`src/rtl/cpu_run_ctrl_pkg.sv`:
```
// Shared types and default widths for the CPU run/step/halt sequencer.
package cpu_ctrl_pkg;

    typedef enum logic [1:0] {
        ST_HALT = 2'd0,
        ST_RUN  = 2'd1,
        ST_STEP = 2'd2,
        ST_BRK  = 2'd3
    } run_state_t;

    localparam int unsigned PC_W_DEF   = 9;
    localparam int unsigned STEP_W_DEF = 8;
    localparam int unsigned CNT_W_DEF  = 32;

endpackage

```
`src/rtl/cpu_run_ctrl_btn_edge_det.sv`:
```
// Rising-edge detector for a debounced button level; the previous level resets to 0,
// so a button already high when reset releases yields one request.
module btn_edge_det (
    input  logic clk_i,
    input  logic rst_i,
    input  logic level_i,
    output logic rise_o
);

    logic r_prev;

    always_ff @(posedge clk_i) begin
        if (!rst_i) begin
            r_prev <= 1'b0;
        end else begin
            r_prev <= level_i;
        end
    end

    assign rise_o = level_i & ~r_prev;

endmodule

```
`src/rtl/cpu_run_ctrl.sv`:
```
// Run/step/halt sequencer producing the datapath enable, with a live PC breakpoint
// and a retired-instruction counter.
module cpu_run_ctrl
    import cpu_ctrl_pkg::*;
#(
    parameter int unsigned PC_W   = PC_W_DEF,
    parameter int unsigned STEP_W = STEP_W_DEF,
    parameter int unsigned CNT_W  = CNT_W_DEF
) (
    input  logic              clk_i,
    input  logic              rst_i,
    input  logic              run_i,
    input  logic              step_i,
    input  logic              halt_i,
    input  logic [STEP_W-1:0] step_n_i,
    input  logic              bp_en_i,
    input  logic [PC_W-1:0]   bp_addr_i,
    input  logic [PC_W-1:0]   pc_i,
    input  logic              cnt_clr_i,
    output logic              en_o,
    output logic [1:0]        state_o,
    output logic              bp_hit_o,
    output logic [CNT_W-1:0]  retired_o
);

    run_state_t        r_state;
    run_state_t        w_state_nxt;
    logic [STEP_W-1:0] r_step_cnt;
    logic              r_skip_bp;
    logic [CNT_W-1:0]  r_retired;

    logic w_run_req;
    logic w_step_req;
    logic w_halt_req;
    logic w_active;
    logic w_idle;
    logic w_bp_match;
    logic w_en;
    logic w_launch;

    btn_edge_det u_run_edge  (.clk_i(clk_i), .rst_i(rst_i), .level_i(run_i),  .rise_o(w_run_req));
    btn_edge_det u_step_edge (.clk_i(clk_i), .rst_i(rst_i), .level_i(step_i), .rise_o(w_step_req));
    btn_edge_det u_halt_edge (.clk_i(clk_i), .rst_i(rst_i), .level_i(halt_i), .rise_o(w_halt_req));

    assign w_active   = (r_state == ST_RUN) || (r_state == ST_STEP);
    assign w_idle     = ~w_active;
    assign w_bp_match = bp_en_i & (pc_i == bp_addr_i) & ~r_skip_bp;
    assign w_en       = w_active & ~w_bp_match & ~w_halt_req;
    assign w_launch   = w_idle & ~w_halt_req & (w_step_req | w_run_req);

    always_ff @(posedge clk_i) begin
        if (!rst_i) begin
            r_state <= ST_HALT;
        end else begin
            r_state <= w_state_nxt;
        end
    end

    always_comb begin
        w_state_nxt = r_state;
        unique case (r_state)
            ST_HALT, ST_BRK: begin
                if (w_halt_req)      w_state_nxt = ST_HALT;
                else if (w_step_req) w_state_nxt = ST_STEP;
                else if (w_run_req)  w_state_nxt = ST_RUN;
            end
            ST_RUN: begin
                if (w_halt_req)      w_state_nxt = ST_HALT;
                else if (w_bp_match) w_state_nxt = ST_BRK;
            end
            ST_STEP: begin
                if (w_halt_req)                       w_state_nxt = ST_HALT;
                else if (w_bp_match)                  w_state_nxt = ST_BRK;
                else if (r_step_cnt == STEP_W'(1))    w_state_nxt = ST_HALT;
            end
            default: w_state_nxt = ST_HALT;
        endcase
    end

    always_comb begin
        en_o     = w_en;
        bp_hit_o = w_active & w_bp_match & ~w_halt_req;
        state_o  = r_state;
    end

    // skip_bp lets execution resume from the breakpoint PC: it masks the compare
    // until the first instruction after a launch has retired.
    always_ff @(posedge clk_i) begin
        if (!rst_i) begin
            r_step_cnt <= '0;
            r_skip_bp  <= 1'b0;
        end else begin
            if (w_launch && w_step_req) begin
                r_step_cnt <= (step_n_i == '0) ? STEP_W'(1) : step_n_i;
            end else if (r_state == ST_STEP && w_en) begin
                r_step_cnt <= r_step_cnt - STEP_W'(1);
            end else if (r_state == ST_STEP) begin
                r_step_cnt <= '0;
            end

            if (w_launch) begin
                r_skip_bp <= 1'b1;
            end else if (w_en || w_halt_req) begin
                r_skip_bp <= 1'b0;
            end
        end
    end

    always_ff @(posedge clk_i) begin
        if (!rst_i) begin
            r_retired <= '0;
        end else if (cnt_clr_i) begin
            r_retired <= '0;
        end else if (w_en) begin
            r_retired <= r_retired + CNT_W'(1);
        end
    end

    assign retired_o = r_retired;

endmodule

```
`config.mk`:
```
export PLATFORM = sky130hd
export DESIGN_NAME = cpu_run_ctrl
export DESIGN_NICKNAME = d
export VERILOG_FILES = /design/src/rtl/cpu_run_ctrl_pkg.sv /design/src/rtl/cpu_run_ctrl_btn_edge_det.sv /design/src/rtl/cpu_run_ctrl.sv
export SDC_FILE = /design/constraint.sdc
export NUM_CORES = 1
export LEC_CHECK = 0
export ABC_AREA = 1
export ABC_CLOCK_PERIOD_IN_PS = 2790
export BUFFER_PORTS_ARGS = -buffer_cell sky130_fd_sc_hd__buf_2
export CELL_PAD_IN_SITES_DETAIL_PLACEMENT = 0
export CELL_PAD_IN_SITES_GLOBAL_PLACEMENT = 1
export CORE_ASPECT_RATIO = 0.5
export CORE_MARGIN = 1
export CORE_UTILIZATION = 41
export CTS_CLUSTER_DIAMETER = 200
export DETAILED_ROUTE_END_ITERATION = 12
export PLACE_DENSITY = 0.91
export SLEW_MARGIN = 20
export SYNTH_ARGS = -nofsm -noshare
export SYNTH_HDL_FRONTEND = slang
export SYNTH_SLANG_ARGS = --single-unit
```
`constraint.sdc`:
```
create_clock -name clk_i -period 2.79 [get_ports clk_i]
set_input_delay 0.279 -clock clk_i [delete_from_list [all_inputs] [get_ports clk_i]]
set_output_delay 0.279 -clock clk_i [all_outputs]
set_load 0.01 [all_outputs]
```
# Word level (Yosys, flattened, before mapping)
# Index checks and enable logic that the tools add are counted.
[word_totals]
reg_bits = 46
inputBits = 33
word_cells = 63
[op_classes]
n_addsub = 2
n_eq_ne = 8
n_mux = 15
bitwise_logic = 20
n_reduce_logical = 11
[ops]
columns = ["cell", "count"]
rows = [
  ["32-bit by 1-bit adder with 32-bit output (second input constant)", 1],
  ["8-bit two-way mux", 4],
  ["2-bit two-way mux", 8],
  ["1-bit bitwise AND", 11],
  ["9-bit equality test", 1],
  ["8-bit by 1-bit equality test with 1-bit output (second input constant)", 1],
  ["8-bit zero test", 1],
  ["1-bit inverter", 8],
  ["8-bit by 1-bit subtractor with 8-bit output (second input constant)", 1],
  ["2-bit one-hot mux with 3 select lines", 1],
  ["2-bit equality test (second input constant)", 2],
  ["4-bit by 3-bit inequality test with 1-bit output (second input constant)", 1],
  ["4-bit inequality test (second input constant)", 1],
  ["2-bit OR reduction", 2],
  ["3-bit inequality test (second input constant)", 1],
  ["3-bit AND reduction", 1],
  ["3-bit nonzero test", 1],
  ["2-bit by 1-bit equality test with 1-bit output (second input constant)", 1],
  ["1-bit logical AND", 2],
  ["2-bit zero test", 1],
  ["1-bit logical OR", 2],
  ["1-bit two-way mux", 2],
  ["2-bit nonzero test", 1],
  ["1-bit OR", 1],
]

# Depth between registers and ports, before layout
[logic_depth]
ltp_word = 9
mapped_depth = 11
mapped_depth_nobuf = 11

# Cells and area by module
# A second synthesis with hierarchy kept.
[unflattened]
cells_unflattened = 527
hier_area_um2 = 3259.4
[modules_own_cells]
columns = ["module", "n_inst", "cells_per_inst", "area_each_um2", "seq_area_each_um2"]
rows = [
  ["cpu_run_ctrl", 1, 512, 3146.8, 860.8],
  ["btn_edge_det", 3, 5, 37.5, 20.0],
]

# Worst setup path after synthesis
# No wires, ideal clock.
[synth_path]
path_type = "register to register"
from = "register r_state[0], in the netlist state_o[0]"
to = "register r_step_cnt[7]"
setup_ps = 72
t_arrival_ps = 1591
required_ps = 2718
slack_ps = 1127
stages_incl_launch_ff = 12
path_buffers = 0
synth_period_minus_slack_ps = 1663
cell_sequence = "dfxtp_1 inv_1 ha_1 inv_2 nor2_4 nand2_2 nand2_2 inv_2 nand2_1 o21ai_0 inv_1 a21oi_1"
[synth_via]
elab_chain_cells = 7
word_cells_on_any_way = 13
cone_classes = "eq/ne: 2; mux: 2; bitwise: 5; reduce/logical: 4"
[synth_rtl]
columns = ["item", "line_no", "rtl"]
rows = [
  ["from (decl)", "cpu_run_ctrl.sv:26", "run_state_t r_state;"],
  ["from (signal assigned)", "cpu_run_ctrl.sv:55", "r_state <= w_state_nxt;"],
  ["2-bit by 1-bit equality test with 1-bit output / 2-bit equality test (equally long branches)", "cpu_run_ctrl.sv:45, cpu_run_ctrl.sv:95, cpu_run_ctrl.sv:97", ""],
  ["1-bit logical OR", "cpu_run_ctrl.sv:45", "assign w_active = (r_state == ST_RUN) || (r_state == ST_STEP);"],
  ["1-bit bitwise AND / 1-bit inverter (equally long branches)", "cpu_run_ctrl.sv:48, cpu_run_ctrl.sv:46", ""],
  ["1-bit bitwise AND, on equally long branches", "cpu_run_ctrl.sv:48, cpu_run_ctrl.sv:49", ""],
  ["1-bit logical AND / 1-bit bitwise AND (equally long branches)", "cpu_run_ctrl.sv:95, cpu_run_ctrl.sv:49", ""],
  ["8-bit two-way mux / 1-bit logical AND (equally long branches)", "cpu_run_ctrl.sv:95, cpu_run_ctrl.sv:93", ""],
  ["8-bit two-way mux / 3-bit nonzero test (equally long branches)", "--", ""],
  ["to (signal assigned)", "cpu_run_ctrl.sv:94", "r_step_cnt <= (step_n_i == '0) ? STEP_W'(1) : step_n_i;"],
  ["to (signal assigned)", "cpu_run_ctrl.sv:96", "r_step_cnt <= r_step_cnt - STEP_W'(1);"],
  ["to (decl)", "cpu_run_ctrl.sv:28", "logic [STEP_W-1:0] r_step_cnt;"],
]
# Parallel ways exist; a longest one is shown, timed or not.
# A chain may end at the register's enable or synchronous reset.

# Worst setup path in the final report
[layout_path]
from = "register r_state[0], in the netlist state_o[0]"
to = "register r_retired[29], in the netlist retired_o[29]"
[layout_via]
elab_chain_cells = 4
word_cells_on_any_way = 5
cone_classes = "eq/ne: 2; bitwise: 2; reduce/logical: 1"
[layout_rtl]
columns = ["item", "line_no", "rtl"]
rows = [
  ["2-bit by 1-bit equality test with 1-bit output / 2-bit equality test (equally long branches)", "cpu_run_ctrl.sv:45", ""],
  ["1-bit logical OR (*)", "cpu_run_ctrl.sv:45", ""],
  ["1-bit bitwise AND (*) (2 in a row)", "cpu_run_ctrl.sv:48", "assign w_en = w_active & ~w_bp_match & ~w_halt_req;"],
  ["to (signal assigned)", "cpu_run_ctrl.sv:115", "r_retired <= r_retired + CNT_W'(1);"],
  ["to (decl)", "cpu_run_ctrl.sv:30", "logic [CNT_W-1:0] r_retired;"],
]
# Every way passes the cells marked *; elsewhere a longest branch is shown, timed or not.

==> results_dict.tcl <==
set metrics [dict create \
    initial_core_util_pct 42.4 \
    register_area_sq_um 921 \
    yosysTopAreaCellShare_pct 27.1 \
    grt_pass1_wl_mm 15.1 \
    clkSinkCount 46 \
    vias 3586 \
    drc 0 \
    synth_mux_area_share_pct 0 \
    dp.cells 732 \
    grt_pass1_vias 3273 \
    drv_slew 0 \
    area_delta_synth_final_pct 17.4 \
    rows 23 \
    grt_setup_unrepaired "false" \
    p_leak_nw 1.75 \
    h-tree-depth 2 \
    min_period_ns 2.06 \
    fin_crit_sh_pct 73.9 \
    yosys.area_share.simple_pct 45.7 \
    grt_remaining_overflow 0 \
    slowest_delay_ns 0.76 \
    place_congestion 0.873 \
    cts_made_buffers 5 \
    ys_ff_latch 46 \
    finalHoldViolCount 0 \
    ctsResizeCount 0 \
    drtIter0Drc 305 \
    chipWidth_um 131 \
    worstSkewPairLatency_ns 0.29 \
    post_drt_wl_per_cell_um 12.2 \
    clockRootBuffer "clkbuf_16" \
    hold_buffers 0 \
    synth_cells 561 \
    yosys.area.top_type "dfxtp_1" \
    synth_compound_area_share_pct 10.9 \
    cp_slowest_cell "nor2_2" \
    dpl.hpwl_mm 6.74 \
    setup_tns_ns 0 \
    coreArea_sq_um 8000 \
    path_clk_slew_ns 0.07 \
    yosys.area_share.adder_pct 1.84 \
    synthXorXnorAreaFrac_pct 3.36 \
    grt_max_degree 33 \
    final_common_cell "nand2_1" \
    critPathTopFamily "simple AND/OR/NAND/NOR gates" \
    die-area_sq_um 8660 \
    setup_viol 0 \
    fmax_mhz 485 \
    grt_usage_pct 22.6 \
    final_cell_mix "nand2_1 (183), nor2_1 (73), inv_1 (71)" \
    critPathBufInv 1 \
    fillers 877 \
    path_class "register to register" \
    power.density_nw_per_um2 593 \
    ant_nets 0 \
    crit_chain "inv_1 > ha_1 > nor2_2 > nand3_1 > a21oi_2" \
    fin_area_sq_um 3980 \
    final_cells 740 \
    status "complete, no violations" \
    syn_avg_cell_area_sq_um 6.05 \
    synth_cell_types 27 \
    cp_data_arrival_time_ns 2.29 \
    drv_cap 0 \
    pre_cts_slack_ns 0.708 \
    wl_mm 9.01 \
    slew-limit-headroom_pct 37.5 \
    cp-end-kind "register" \
    worst_setup_path_start_kind "register" \
    drt-pass1-iter-count 6 \
    port_buffers 68 \
    netlist_top_cells_area "dfxtp_1 (27%), nand2_1 (20%), nor2_1 (8.1%)" \
    postCtsSetupRepairBufs 0 \
    syn-num-nets 599 \
    setup_ws_ns 0.729 \
    viasPerCell 4.85 \
    diodes 0 \
    hold_class "input pin to register" \
    io_pins 69 \
    finish.utilization_pct 49.8 \
    synth_top_family_by_area "simple AND/OR/NAND/NOR gates" \
    clock_tree.buffer_depth 2 \
    required_ns 3.01 \
    ys_seq_area_share_pct 27.1 \
    multi_input_area_sq_um 2100 \
    ys_warn_count 0 \
    worst_pin_slew_ns 0.937 \
    finClkSkew_ns 0.00555 \
    drive_gt1_share_pct 20.4 \
    dpl_cell_area_sq_um 3820 \
    die_y_um 66.3 \
    cts_tree "done" \
    synth_area_sq_um 3390 \
    crit_fanout 23 \
    final_nets 665 \
    peakVddDrop_mv 0.299 \
    grt_antenna_before_repair 0 \
]
==> through the flow <==
step	hold slack, ns	total power, mW
2_1_floorplan	0.372	1.50
3_3_place_gp	0.478	1.69
3_5_place_dp	0.476	1.69
4_1_cts	0.169	2.39
5_1_grt	0.195	2.55
6_report	0.182	2.36
==> worst paths after layout <==
path / start / endpoint / slack [ns] / cells past startpoint
min reg2reg: retired_o[31] / retired_o[31] / 0.51 / 2
max: state_o[0] / retired_o[29] / 0.73 / 5
min: step_i / u_step_edge.r_prev / 0.18 / 3
max reg2reg: state_o[0] / retired_o[29] / 0.73 / 5
==> worst min-delay path, delay by kind of cell <==
| family | cells | cell delay (ns) |
|---|---|---|
| buf+inv | 2 | 0.13 |
| simple gates | 1 | 0.04 |
==> cells by family after synthesis <==
kind of cell,Yosys count
xor gates and xnor gates,13
buffers and inverters,90
adders and majority gates,5
AOI/OAI and AO/OA,59
DFF,46
and+or+nand+nor,348
==> cells in the mapped netlist <==
cell,instances
a21oi_1,22
nand2_1,183
nand3b_1,14
nor2_4,5
nand4_1,17
inv_1,71
o21ai_0,11
nand2_2,11
inv_2,5
clkbuf_1,1
nor3_1,1
nand3_4,1
nor2_2,7
clkinv_1,1
xor2_1,9
buf_4,1
nand2_4,1
o21ai_1,2
buf_2,8
nand3_1,35
ha_1,5
nor2_1,73
xnor2_1,4
dfxtp_1,46
buf_6,3
a21oi_2,18
o22ai_1,6
==> state kept, by name, indices dropped and copies added (netlist names) <==
name                flops
r_step_cnt              8
state_o                 2
r_skip_bp               1
retired_o              32
u_step_edge.r_prev      1
u_run_edge.r_prev       1
u_halt_edge.r_prev      1
==> power breakdown <==
part           total, mW  switching [mW]  leakage, nW  internal (mW)
logic              0.922           0.633         1.29          0.289
registers          0.753          0.0427        0.373          0.711
clock network      0.687           0.267       0.0836          0.420
total               2.36           0.942         1.75           1.42
==> final cells by class <==
type                       instances  area share, %
multi-input combinational        425           52.7
sequential                        46           23.1
timing repair buffer              72           9.30
inverter                          77           7.26
tap                              112           3.52
clock buffer                       5           3.14
clock inverter                     3           1.01
==> per-layer routing <==
| layer | wire (um) | share of wire (%) | global-route usage [%] |
|---|---|---|---|
| met5 | 0 | 0 | 0 |
| met3 | 423 | 4.7 | 4.13 |
| met2 | 3850 | 43 | 36.6 |
| met4 | 70 | 0.78 | 6.03 |
| met1 | 4670 | 52 | 30.6 |
No activity file was read; power rests on OpenSTA's default activity.
